==> src/rtl/vga_pkg.sv <==
// Default VGA 640x480@60 timing constants, counter width and the reset state of
// the registered sync outputs shared by the timing generator and its delay line.
package vga_pkg;

  localparam int unsigned CNT_W = 10;

  localparam int unsigned H_VISIBLE_DEF = 640;
  localparam int unsigned H_FRONT_DEF   = 16;
  localparam int unsigned H_SYNC_DEF    = 96;
  localparam int unsigned H_BACK_DEF    = 48;

  localparam int unsigned V_VISIBLE_DEF = 480;
  localparam int unsigned V_FRONT_DEF   = 10;
  localparam int unsigned V_SYNC_DEF    = 2;
  localparam int unsigned V_BACK_DEF    = 33;

  typedef struct packed {
    logic hs;
    logic vs;
    logic blank_n;
  } sync_t;

  localparam sync_t SYNC_RESET = '{hs: 1'b1, vs: 1'b1, blank_n: 1'b0};

  // Full period (H_TOTAL or V_TOTAL) from the four segment widths.
  function automatic int unsigned timing_total(input int unsigned visible,
                                               input int unsigned front,
                                               input int unsigned sync,
                                               input int unsigned back);
    return visible + front + sync + back;
  endfunction

endpackage

==> src/rtl/sync_delay.sv <==
// Fixed-depth shift register with synchronous active-high reset to a supplied
// value; aligns sync/blank outputs with a pipelined pixel path.
module sync_delay #(
  parameter int unsigned             DEPTH   = 2,
  parameter int unsigned             WIDTH   = 1,
  parameter logic [WIDTH-1:0]        RST_VAL = '0
) (
  input  logic             clk,
  input  logic             rst,
  input  logic [WIDTH-1:0] din,
  output logic [WIDTH-1:0] dout
);

  logic [WIDTH-1:0] stage_q [DEPTH];
  logic [WIDTH-1:0] stage_d [DEPTH];

  always_comb begin
    stage_d[0] = din;
    for (int i = 1; i < DEPTH; i++) begin
      stage_d[i] = stage_q[i-1];
    end
  end

  // NOTE: every stage is reset, unlike a RAM; a stale stage would emit a bogus
  // sync pulse for up to DEPTH clocks after reset.
  always_ff @(posedge clk) begin
    for (int i = 0; i < DEPTH; i++) begin
      if (rst) stage_q[i] <= RST_VAL;
      else     stage_q[i] <= stage_d[i];
    end
  end

  assign dout = stage_q[DEPTH-1];

endmodule

==> src/rtl/vga_timing_gen.sv <==
// VGA timing generator: pixel-enable at clk/2, DrawX/DrawY counters, registered
// HS/VS/BLANK_N and line/frame strobes. Define VGA_SYNC_DELAY_EN to delay
// HS/VS/BLANK_N by 2 more clk to match a two-stage pixel ROM pipeline.
module vga_timing_gen
  import vga_pkg::*;
#(
  parameter int unsigned H_VISIBLE = H_VISIBLE_DEF,
  parameter int unsigned H_FRONT   = H_FRONT_DEF,
  parameter int unsigned H_SYNC    = H_SYNC_DEF,
  parameter int unsigned H_BACK    = H_BACK_DEF,
  parameter int unsigned V_VISIBLE = V_VISIBLE_DEF,
  parameter int unsigned V_FRONT   = V_FRONT_DEF,
  parameter int unsigned V_SYNC    = V_SYNC_DEF,
  parameter int unsigned V_BACK    = V_BACK_DEF
) (
  input  logic             clk,
  input  logic             Reset,
  output logic [CNT_W-1:0] DrawX,
  output logic [CNT_W-1:0] DrawY,
  output logic             VGA_CLK,
  output logic             VGA_HS,
  output logic             VGA_VS,
  output logic             VGA_BLANK_N,
  output logic             frame_pulse,
  output logic             line_pulse
);

  localparam int unsigned H_TOTAL = timing_total(H_VISIBLE, H_FRONT, H_SYNC, H_BACK);
  localparam int unsigned V_TOTAL = timing_total(V_VISIBLE, V_FRONT, V_SYNC, V_BACK);

  localparam logic [CNT_W-1:0] H_MAX    = CNT_W'(H_TOTAL - 1);
  localparam logic [CNT_W-1:0] V_MAX    = CNT_W'(V_TOTAL - 1);
  localparam logic [CNT_W-1:0] H_VIS    = CNT_W'(H_VISIBLE);
  localparam logic [CNT_W-1:0] V_VIS    = CNT_W'(V_VISIBLE);
  localparam logic [CNT_W-1:0] HS_START = CNT_W'(H_VISIBLE + H_FRONT);
  localparam logic [CNT_W-1:0] HS_END   = CNT_W'(H_VISIBLE + H_FRONT + H_SYNC);
  localparam logic [CNT_W-1:0] VS_START = CNT_W'(V_VISIBLE + V_FRONT);
  localparam logic [CNT_W-1:0] VS_END   = CNT_W'(V_VISIBLE + V_FRONT + V_SYNC);

  logic             pix_ce_q, pix_ce_d;
  logic [CNT_W-1:0] x_q, x_d;
  logic [CNT_W-1:0] y_q, y_d;
  logic             line_pulse_q, line_pulse_d;
  logic             frame_pulse_q, frame_pulse_d;
  sync_t            sync_q, sync_d;
  sync_t            sync_out;
  logic             line_wrap;

  always_comb begin
    pix_ce_d  = ~pix_ce_q;
    x_d       = x_q;
    y_d       = y_q;
    line_wrap = pix_ce_q && (x_q == H_MAX);

    // Compare against the max value before adding so no count ever reaches TOTAL.
    if (pix_ce_q) begin
      if (x_q == H_MAX) begin
        x_d = '0;
        y_d = (y_q == V_MAX) ? '0 : y_q + 1'b1;
      end else begin
        x_d = x_q + 1'b1;
      end
    end

    line_pulse_d  = line_wrap;
    frame_pulse_d = line_wrap && (y_d == V_VIS);

    sync_d.hs      = !((x_q >= HS_START) && (x_q < HS_END));
    sync_d.vs      = !((y_q >= VS_START) && (y_q < VS_END));
    sync_d.blank_n = (x_q < H_VIS) && (y_q < V_VIS);
  end

  // NOTE: state is only ever written with <= here; next-state values come from
  // the always_comb above so every flop sees the pre-edge values of the others.
  always_ff @(posedge clk) begin
    if (Reset) begin
      pix_ce_q      <= 1'b0;
      x_q           <= '0;
      y_q           <= '0;
      line_pulse_q  <= 1'b0;
      frame_pulse_q <= 1'b0;
      sync_q        <= SYNC_RESET;
    end else begin
      pix_ce_q      <= pix_ce_d;
      x_q           <= x_d;
      y_q           <= y_d;
      line_pulse_q  <= line_pulse_d;
      frame_pulse_q <= frame_pulse_d;
      sync_q        <= sync_d;
    end
  end

`ifdef VGA_SYNC_DELAY_EN
  sync_delay #(
    .DEPTH  (2),
    .WIDTH  ($bits(sync_t)),
    .RST_VAL(SYNC_RESET)
  ) u_sync_delay (
    .clk (clk),
    .rst (Reset),
    .din (sync_q),
    .dout(sync_out)
  );
`else
  assign sync_out = sync_q;
`endif

  assign DrawX       = x_q;
  assign DrawY       = y_q;
  assign VGA_CLK     = pix_ce_q;
  assign VGA_HS      = sync_out.hs;
  assign VGA_VS      = sync_out.vs;
  assign VGA_BLANK_N = sync_out.blank_n;
  assign line_pulse  = line_pulse_q;
  assign frame_pulse = frame_pulse_q;

endmodule

==> config.mk <==
export PLATFORM = sky130hd
export DESIGN_NAME = vga_timing_gen
export DESIGN_NICKNAME = d
export VERILOG_FILES = /design/src/rtl/vga_pkg.sv /design/src/rtl/sync_delay.sv /design/src/rtl/vga_timing_gen.sv
export SDC_FILE = /design/constraint.sdc
export NUM_CORES = 1
export LEC_CHECK = 0
export ABC_AREA = 1
export CELL_PAD_IN_SITES_DETAIL_PLACEMENT = 1
export CELL_PAD_IN_SITES_GLOBAL_PLACEMENT = 2
export CORE_MARGIN = 2
export CORE_UTILIZATION = 29
export CTS_CLUSTER_DIAMETER = 100
export DETAILED_ROUTE_END_ITERATION = 10
export PLACE_DENSITY_LB_ADDON = 0.1
export REMOVE_ABC_BUFFERS = 1
export SETUP_SLACK_MARGIN = 0.05
export SLEW_MARGIN = 10
export SYNTH_ARGS = -nofsm -noshare
export SYNTH_HDL_FRONTEND = slang
export SYNTH_SLANG_ARGS = --single-unit
==> constraint.sdc <==
create_clock -name clk -period 4.7 [get_ports clk]
set_clock_uncertainty 0.15 [all_clocks]
set_input_delay 0.94 -clock clk [delete_from_list [all_inputs] [get_ports clk]]
set_output_delay 0.94 -clock clk [all_outputs]
set_load 0.05 [all_outputs]
==> results.md <==
* Status: finished clean
* Reg-to-Reg End: frame_pulse$_SDFF_PP0_
* Global route overflow at 0
* Critical path depth at 1
* Post-Synthesis Cells at 220
* Worst-Skew Late Latency at 0.29 ns
* Post-route cell area at 1870 um^2
* Fmax at 0.368 GHz
* CTS sink cnt at 26
* TritonRoute pass-1 iters at 4
* Routed Antenna Nets at 0
* Post-synth EDFFs at 0
* Pin count of the biggest net entering global routing at 19
* Num CTS Buffers at 3
* Worst EP arrival at 1.63 ns
* Slowest Stage Delay on Critical Path at 0.85 ns
* Slew HR at 0.608
* Post-layout minimum cycle time at 2.72 ns
* Worst slew pin tran at 0.583 ns
* Crit path from: DrawY[1]$_SDFF_PP0_
* Fin Setup TNS at 0 ns
* Post-synth top area share at 0.358
* Starting DRT DRC Count at 66
* Crit path max fanout at 6
* Power per cell area at 239 nW/um^2
* Hold_buf cts at 0
* Warnings from Yosys at 0
* H-tree depth at 1
* RD Place Congestion at 0.806
* First-pass GRT wire length at 7.13 mm
* Layout area overhead at 28.9%
* Final Setup Violations at 0
* Routed vias at 1,462
* Static leakage at 0.754 nW
* Crit path cell chain: clkdlybuf4s50_1
* Synth cell types at 27
* Residual DRC at 0
* #FFs+latches synth at 26
* Clk buf depth at 2
* Data required, critical path at 3.61 ns
* All-Layer GR Usage at 0.167
* Critical path class: flop to output port
* Die width at 74.8 um
* Hpwl dp at 3.26 mm
* IO Count at 28
* Reg2Reg Launch Point: DrawX[0]$_SDFFE_PP0P_
* Slowest CP cell: clkdlybuf4s50_1
* Unrepaired setup endpoints after global routing: false
* Die area at 5590 um^2
* Setup slack on the worst flop-to-flop path at 2.68 ns
* Cell area after synthesis at 1450 um^2
* Routed wire length at 4.24 mm
* Row count at 25
* Synthesized area per cell at 6.60 um^2
* Type of the worst min-delay path: flop to flop
* Setup crit end kind: output port
* Vias in the first global route at 1,436
* Period utilization at 0.578
* Final Max Slew Viols at 0
* Core area at 4790 um^2
* Largest cells by area after synthesis: dfxtp_1 (36%), nand2_1 (14%), nor2_1 (9.3%)
* Setup bufs post-CTS at 0
* R2R depth at 11
* Synth top cells by count: nand2_1 (55), nor2_1 (36), inv_1 (31), dfxtp_1 (26), nand3_1 (15)
* Root Buffer: clkbuf_8
* Final hold violations at 0
* Resized cells post-CTS at 0
* Clock transition at path regs at 0.11 ns
* Max Cap Viol at 0
* Sequential fraction of the synthesis area at 0.358
* Initial antenna violation count at 0
* Dominant delay contributor by cell family on the critical path: buffers and inverters
* Async S/R FF share, synth at 0
* Per-cell routed wire length at 13.4 um
* Buf/Inv on CP at 1
* Initial Util at 0.304
* Share of cells above drive strength 1 at 0.0800
* Largest area contributor in the netlist: dfxtp_1
* Setup crit start kind: flop
* Die H at 74.8 um
* Most frequent cell after synthesis: nand2_1
* DR vias/cell at 4.61
* Diode count at 0
* Peak supply drop at 0.135 mV
* Power Total at 0.448 mW
* Placed inst area at 1800 um^2
* Worst Setup EP: DrawY[1]
* IO Port Bufs at 27
* CTS tree: done
* Net count, final at 258
* Top FF cell, synth: dfxtp_1
-- sequential cells by signal (all words and copies together), names as in the netlist --
| name | count |
|---|---|
| VGA_VS | 1 |
| frame_pulse | 1 |
| VGA_HS | 1 |
| VGA_CLK | 1 |
| DrawX | 10 |
| line_pulse | 1 |
| DrawY | 10 |
| VGA_BLANK_N | 1 |
-- kinds of logic after synthesis --
kind of cell	synth area share
flops	0.358
simple gates	0.425
fa+ha+maj	0.0431
buf+inv	0.0999
compound gates	0.0680
xor+xnor	0.00603
-- power breakdown --
group          switching [mW]  internal (mW)  leakage [nW]
Sequential            0.00190          0.222         0.210
Clock                  0.0828          0.114        0.0357
Combinational          0.0191        0.00793         0.508
Total                   0.104          0.345         0.754
-- worst min-delay path by stage --
stage	start	to	cells past startpoint
after global routing	DrawX[1]$_SDFFE_PP0P_	DrawX[1]$_SDFFE_PP0P_	2
after detailed placement	DrawX[1]$_SDFFE_PP0P_	DrawX[1]$_SDFFE_PP0P_	2
after global placement	DrawX[4]$_SDFFE_PP0P_	DrawX[4]$_SDFFE_PP0P_	2
after CTS	DrawX[1]$_SDFFE_PP0P_	DrawX[1]$_SDFFE_PP0P_	2
final	DrawX[0]$_SDFFE_PP0P_	DrawX[0]$_SDFFE_PP0P_	2
after floorplan	DrawX[1]$_SDFFE_PP0P_	DrawX[1]$_SDFFE_PP0P_	2
-- metal layers --
metal / global-route usage / wire length [um] / up-vias / share of wire
met3: 0.0161 / 122 / 5 / 0.029
li1: - / - / 757 / -
met4: 0.0476 / 53 / 0 / 0.013
met1: 0.252 / 2270 / 677 / 0.54
met5: 0 / 0 / - / 0
met2: 0.253 / 1790 / 23 / 0.42
-- cell usage in the layout (no fill, tap or decap) --
cell | netlist | final
nand2_1 | 55 | 55
nor2_1 | 36 | 36
inv_1 | 31 | 31
clkdlybuf4s50_1 | 0 | 27
dfxtp_1 | 26 | 26
nand3_1 | 15 | 15
nor3_1 | 10 | 10
nand4_1 | 6 | 6
a21oi_1 | 6 | 6
nor2_2 | 5 | 5
ha_1 | 5 | 5
o21ai_0 | 4 | 4
clkbuf_8 | 0 | 3
nand2_2 | 2 | 2
nor2_4 | 2 | 2
nand3_2 | 2 | 2
o21a_1 | 2 | 2
o2111ai_1 | 2 | 2
buf_4 | 0 | 2
nand4_2 | 1 | 1
inv_2 | 1 | 1
clkinv_2 | 1 | 1
nor3b_1 | 1 | 1
a2111oi_0 | 1 | 1
xnor2_1 | 1 | 1
o21bai_1 | 1 | 1
nor4_1 | 1 | 1
bufinv_16 | 0 | 1
-- area by class of cell --
cell class	count	area, um^2
Clock buffer	3	41.3
Clock inverter	1	30.0
Fill cell	627	2910
Inverter	33	125
Multi-Input combinational cell	158	787
Sequential cell	26	520
Tap cell	67	83.8
Timing Repair Buffer	29	285
-- through the flow --
stage / hold slack [ns] / std cells / util / setup slack, ns
2_1_floorplan: 0.561 / 217 / - / 2.64
3_3_place_gp: 0.385 / 313 / 0.376 / 2.26
3_5_place_dp: 0.370 / 313 / 0.376 / 2.22
4_1_cts: 0.384 / 317 / 0.391 / 1.97
5_1_grt: 0.422 / 317 / 0.391 / 1.91
6_report: 0.380 / 317 / 0.391 / 1.98
Note: power is estimated with default switching activity, not from simulation.
